--- src/rtl/ttt_game_ctrl.sv ---
// rtl/ttt_game_ctrl.sv - tic-tac-toe game controller: board, turn, move count, win/draw/timeout sequencing
module ttt_game_ctrl #(
    parameter int unsigned TIMEOUT_CYC = 500000000,
    parameter int unsigned CNT_W       = 32
) (
    input  logic        clk,
    input  logic        rst,
    input  logic        key_valid,
    input  logic [3:0]  key_code,
    output logic [17:0] board,
    output logic        is_main,
    output logic        board_right,
    output logic        turn_o,
    output logic [3:0]  move_cnt,
    output logic        game_over,
    output logic [1:0]  winner,
    output logic [8:0]  win_line,
    output logic        err,
    output logic        timeout
);
    localparam logic [1:0] S_MAIN  = 2'd0;
    localparam logic [1:0] S_PLAY  = 2'd1;
    localparam logic [1:0] S_CHECK = 2'd2;
    localparam logic [1:0] S_OVER  = 2'd3;

    localparam logic [3:0] K_ZERO = 4'd0;
    localparam logic [3:0] K_STAR = 4'd10;
    localparam logic [3:0] K_HASH = 4'd11;

    localparam logic             TO_EN   = (TIMEOUT_CYC != 0);
    localparam logic [CNT_W-1:0] TO_LAST = TO_EN ? CNT_W'(TIMEOUT_CYC - 1) : '0;

    // rows, columns, diagonals as cell masks (cell k = bit k)
    localparam logic [8:0] LINES [8] = '{
        9'b000000111, 9'b000111000, 9'b111000000,
        9'b001001001, 9'b010010010, 9'b100100100,
        9'b100010001, 9'b001010100
    };

    logic [1:0]       state_q, state_d;
    logic [17:0]      board_q, board_d;
    logic             board_right_q, board_right_d;
    logic             turn_q, turn_d;
    logic [3:0]       move_cnt_q, move_cnt_d;
    logic [1:0]       winner_q, winner_d;
    logic [8:0]       win_line_q, win_line_d;
    logic             err_q, err_d;
    logic             timeout_q, timeout_d;
    logic [CNT_W-1:0] timer_q, timer_d;

    logic       key_act;
    logic       is_cell;
    logic       cell_taken;
    logic       clr_game;
    logic [1:0] mark;
    logic [8:0] cell_sel;
    logic [8:0] occupied;
    logic [8:0] mine;
    logic [8:0] win_mask;

    // codes 12..15 behave as if no key was pressed at all
    assign key_act    = key_valid && (key_code < 4'd12);
    assign is_cell    = |cell_sel;
    assign cell_taken = |(cell_sel & occupied);

    always_comb begin
        mark     = turn_q ? 2'd2 : 2'd1;
        cell_sel = '0;
        occupied = '0;
        mine     = '0;
        for (int k = 0; k < 9; k++) begin
            cell_sel[k] = (key_code == 4'(k + 1));
            occupied[k] = (board_q[2*k +: 2] != 2'd0);
            mine[k]     = (board_q[2*k +: 2] == mark);
        end
        win_mask = '0;
        for (int l = 0; l < 8; l++) begin
            if ((mine & LINES[l]) == LINES[l]) begin
                win_mask = win_mask | LINES[l];
            end
        end
    end

    always_comb begin
        state_d       = state_q;
        board_d       = board_q;
        board_right_d = board_right_q;
        turn_d        = turn_q;
        move_cnt_d    = move_cnt_q;
        winner_d      = winner_q;
        win_line_d    = win_line_q;
        timer_d       = timer_q;
        err_d         = 1'b0;
        timeout_d     = 1'b0;
        clr_game      = 1'b0;

        case (state_q)
            S_MAIN: begin
                if (key_act && key_code == K_STAR) begin
                    clr_game = 1'b1;
                    state_d  = S_PLAY;
                end else if (key_act && key_code == K_ZERO) begin
                    board_right_d = ~board_right_q;
                end
            end
            S_PLAY: begin
                if (key_act && is_cell) begin
                    if (cell_taken) begin
                        err_d = 1'b1;
                    end else begin
                        for (int k = 0; k < 9; k++) begin
                            if (cell_sel[k]) board_d[2*k +: 2] = mark;
                        end
                        move_cnt_d = move_cnt_q + 4'd1;
                        timer_d    = '0;
                        state_d    = S_CHECK;
                    end
                end else if (key_act && key_code == K_ZERO) begin
                    err_d = 1'b1;
                end else if (key_act && key_code == K_HASH) begin
                    clr_game = 1'b1;
                    state_d  = S_MAIN;
                end
                // a key landing on the expiry cycle wins; the timer then waits at its last value
                if (state_d == S_PLAY && TO_EN) begin
                    if (timer_q != TO_LAST) begin
                        timer_d = timer_q + CNT_W'(1);
                    end else if (!key_act) begin
                        turn_d    = ~turn_q;
                        timer_d   = '0;
                        timeout_d = 1'b1;
                    end
                end
            end
            S_CHECK: begin
                if (win_mask != 9'd0) begin
                    winner_d   = mark;
                    win_line_d = win_mask;
                    state_d    = S_OVER;
                end else if (move_cnt_q == 4'd9) begin
                    winner_d   = 2'd3;
                    win_line_d = '0;
                    state_d    = S_OVER;
                end else begin
                    turn_d  = ~turn_q;
                    state_d = S_PLAY;
                end
            end
            default: begin
                if (key_act && key_code == K_STAR) begin
                    clr_game = 1'b1;
                    state_d  = S_PLAY;
                end else if (key_act && key_code == K_HASH) begin
                    clr_game = 1'b1;
                    state_d  = S_MAIN;
                end
            end
        endcase

        if (clr_game) begin
            board_d    = '0;
            move_cnt_d = '0;
            turn_d     = 1'b0;
            winner_d   = '0;
            win_line_d = '0;
            timer_d    = '0;
        end
    end

    always_ff @(posedge clk or negedge rst) begin
        if (!rst) begin
            state_q       <= S_MAIN;
            board_q       <= '0;
            board_right_q <= 1'b0;
            turn_q        <= 1'b0;
            move_cnt_q    <= '0;
            winner_q      <= '0;
            win_line_q    <= '0;
            err_q         <= 1'b0;
            timeout_q     <= 1'b0;
            timer_q       <= '0;
        end else begin
            state_q       <= state_d;
            board_q       <= board_d;
            board_right_q <= board_right_d;
            turn_q        <= turn_d;
            move_cnt_q    <= move_cnt_d;
            winner_q      <= winner_d;
            win_line_q    <= win_line_d;
            err_q         <= err_d;
            timeout_q     <= timeout_d;
            timer_q       <= timer_d;
        end
    end

    assign board       = board_q;
    assign is_main     = (state_q == S_MAIN);
    assign board_right = board_right_q;
    assign turn_o      = turn_q;
    assign move_cnt    = move_cnt_q;
    assign game_over   = (state_q == S_OVER);
    assign winner      = winner_q;
    assign win_line    = win_line_q;
    assign err         = err_q;
    assign timeout     = timeout_q;
endmodule

--- config.mk ---
export PLATFORM = sky130hd
export DESIGN_NAME = ttt_game_ctrl
export DESIGN_NICKNAME = d
export VERILOG_FILES = /design/src/rtl/ttt_game_ctrl.sv
export SDC_FILE = /design/constraint.sdc
export NUM_CORES = 1
export LEC_CHECK = 0
export CAP_MARGIN = 20
export CORE_ASPECT_RATIO = 1.25
export CORE_MARGIN = 2
export CORE_UTILIZATION = 45
export DETAILED_ROUTE_END_ITERATION = 8
export PLACE_DENSITY = 0.8
export SYNTH_ARGS = -nofsm -noshare
export SYNTH_HDL_FRONTEND = slang
export SYNTH_SLANG_ARGS = --single-unit
--- constraint.sdc ---
create_clock -name clk -period 2.1 [get_ports clk]
set_input_delay 0.63 -clock clk [delete_from_list [all_inputs] [get_ports clk]]
set_output_delay 0.63 -clock clk [all_outputs]
set_load 0.005 [all_outputs]
==> impl_results.md <==
* Status: finished with violations
* Failing checks: negative setup slack
* CP Cell Sequence: buf_4, nor3b_1, o2bb2ai_2, a41oi_4, nor2_4, buf_6, nand2_4, nand2_4, o221a_4
* Clock sinks at 71
* Setup slack, reg-to-reg at -420 ps
* Setup-failing EPs final at 68
* Mapped Cells at between 400 and 500
* N_diodes at 0
* Num CTS Buffers at 9
* Initial DRC count at 576
* Final hold violation count at 0
* Vias in the first global route at around 5.0k
* Critical path's top delay family: compound AO/OA/AOI/OAI gates
* Vias per cell at roughly 6.6
* DR DRC count at 0
* Final nets at just under 700
* Core Area at 9170 um^2
* Post-synth EDFFs at 0
* Sw Share at 30.7%
* Synth Flop Type: dfrtp_1
* Critical path's slowest cell: nor3b_1
* Number of max-cap violations at 0
* Crit Path Max Fanout at 7
* Crit path capture type: flop
* Setup TNS at -16580 ps
* Placement Rows at 39
* Yosys cell types at 68
* # IOs at 46
* Port Buffers at 45
* Pwr Density at between 600 and 700 nW/um^2
* CTS tree: yes
* Antenna violations before repair at 0
* Via count at approximately 5.2k
* WL/cell at 24.8 um
* Internal power at 3.30 mW
* H-tree depth at 3
* Worst flop-to-flop path startpoint: turn_o
* Crit-path max cell delay at between 500 and 600 ps
* FF+latch count, synth at 71
* Mean Syn Cell Area at 9.22 um^2
* Tot Pwr at 4.76 mW
* Fin crit period at about 2500 ps
* First-pass GRT wire length at around 25000 um
* Placer congestion estimate at 0.966
* R2R Path End: winner[1]
* Final Cell Area at ~7000 um^2
* FF+latch area at approximately 1800 um^2
* Die area at 10300 um^2
* Number of cells after detailed placement at 742
* # fillers at 533
* Syn_nets at around 470
* Clock Power Share at 36.1%
* Initial core utilization at approximately 47%
* Syn Std Cell Area at ~4300 um^2
* Final Cycle Share at 120%
* RSZ-0062 raised after global routing: true
* Area added between synthesis and finish at 64.2%
* Crit path buffers/inverters at 2
* Final cell count without fillers at around 800
* R2R depth at 9
* Slew Limit Fails at 0
* Share of cells above drive strength 1 at 43.6%
* Slew @ Worst Pin at roughly 600 ps
* Maximum buffer depth of the clock tree at 2
* Root Buffer Master: clkbuf_16
* Ys Warns at 0
* GRT Total Usage at 31.1%
* Fmax at 0.397 GHz
* CP Class: reg2reg
* Largest net degree at the start of global routing at 60
* WP data arrival at about 2700 ps
* WP data required at 2320 ps
* Worst Hold Class: in2async
* Slew Limit Headroom at 59.7%
* Most frequent cells in the layout: 143 x buf_4, 68 x dfrtp_1, 48 x nor2_1
* Sw Pwr at 1.46 mW
* Die Y at 113 um
* Worst vdd ir at roughly 0.54 mV
* Clock skew at 8.95 ps
* Commonest non-fill, non-tap cell in the layout: buf_4
* Sequential share of power at 34.7%
* Placed Area at roughly 6000 um^2
* Startpoint Class: flop
* Crit path top cell by count: nand2_4
* Comb pwr share at between 20 and 30%
* DIE WIDTH at 91.2 um
* PnR worst setup slack at -418 ps
* Detailed Place HPWL at ~9900 um
* Total grt overflow at 0
* Leak at between 3 and 4 nW
* Skew-Pair Late Insertion Delay at 340 ps
* Routed Antenna Nets at 0
* Sequential-to-total area share from yosys stat at 41.5%
* Clock Pin Slew Worst Setup and Hold Paths at roughly 60 ps
* Multi-input logic area at 2940 um^2
* DRT Pass-1 Iters at 6
* Async SR Flop Fraction at 100%
* Routed Wire Length at 19800 um
* Setup WS pre-CTS at -1030 ps
[through the flow]
stage                     util [%]  hold WS, ps
final                         76.6          182
after detailed placement      63.6          474
after global routing          76.6          204
after CTS                     72.0          180
after floorplan                  -          334
after global placement        63.6          464
[registers in the layout, indices dropped and copies added, names as in the netlist]
| register | flops |
|---|---|
| turn_o | 1 |
| move_cnt | 4 |
| win_line | 9 |
| board | 18 |
| err | 1 |
| board_right | 1 |
| timer_q | 32 |
| winner | 2 |
| state_q | 2 |
| timeout | 1 |
[repair_timing]
action                     CTS  global route
resized for setup           88            68
hold buffers                 0             0
buffers inserted            26            11
setup endpoints to repair   72            68
pin swaps                   45            31
cloned                       2             0
[cells by family after synthesis]
kind of cell               after synthesis  synth area share [%]
buffers and inverters                   24                  2.72
adders and majority gates                3                 0.878
AOI/OAI and AO/OA                      127                  21.9
xor gates and xnor gates                 5                  1.02
DFF                                     71                  41.5
and+or+nand+nor                        220                  28.6
muxes                                   14                  3.33
[cells in the mapped netlist (6+ instances only)]
library cell / number / area share, %
and2_1: 8 / 1.2
clkbuf_1: 9 / 0.79
buf_2: 6 / 0.70
nor3_1: 9 / 1.1
a31oi_1: 17 / 2.5
inv_1: 6 / 0.53
nand3_1: 15 / 1.8
a21oi_1: 32 / 3.7
nand2_1: 46 / 4.0
nor2_1: 55 / 4.8
dfrtp_1: 71 / 42
nor2b_1: 12 / 1.8
o21ai_0: 15 / 1.8
a21oi_2: 9 / 1.8
nand3b_1: 6 / 1.1
o2bb2ai_1: 6 / 1.2
a22o_1: 7 / 1.4
mux2i_1: 12 / 2.8
nand4_1: 9 / 1.3
nand2b_1: 6 / 0.88
and3_1: 11 / 1.6
[routing by layer]
layer | share of wire, % | up-vias | global-route usage, %
li1 | - | 2121 | -
met1 | 32 | 2474 | 32.8
met2 | 48 | 454 | 54.5
met3 | 9.4 | 199 | 7.26
met4 | 10 | 0 | 21.6
met5 | 0 | - | 0
[cell type report]
cell class / count / area share, %
Sequential cell: 71 / 25.4
Timing Repair Buffer: 210 / 25.6
Tap cell: 123 / 2.19
Clock buffer: 13 / 3.71
Inverter: 6 / 0.321
Multi-Input combinational cell: 371 / 41.9
Clock inverter: 3 / 0.926
[worst max-delay path by stage]
stage	startpoint	to	slack [ps]	depth (start not counted)
final	turn_o	winner[1]	-420	9
after global routing	timer_q[31]	timer_q[5]	-470	10
after CTS	key_code[0]	timer_q[6]	-140	10
after detailed placement	key_code[2]	timer_q[25]	-1030	9
after global placement	key_code[2]	timer_q[15]	-940	8
after floorplan	key_code[2]	timer_q[15]	-240	7
[power by group through the flow]
stage                     Combinational [mW]  Sequential [mW]  Clock, mW
after CTS                               1.18             1.62       1.70
after global placement                 0.958             1.64          0
after detailed placement               0.987             1.65          0
after floorplan                        0.443             1.63          0
final                                   1.39             1.65       1.72
after global routing                    1.45             1.66       1.78
(Power assumes the default switching activity.)
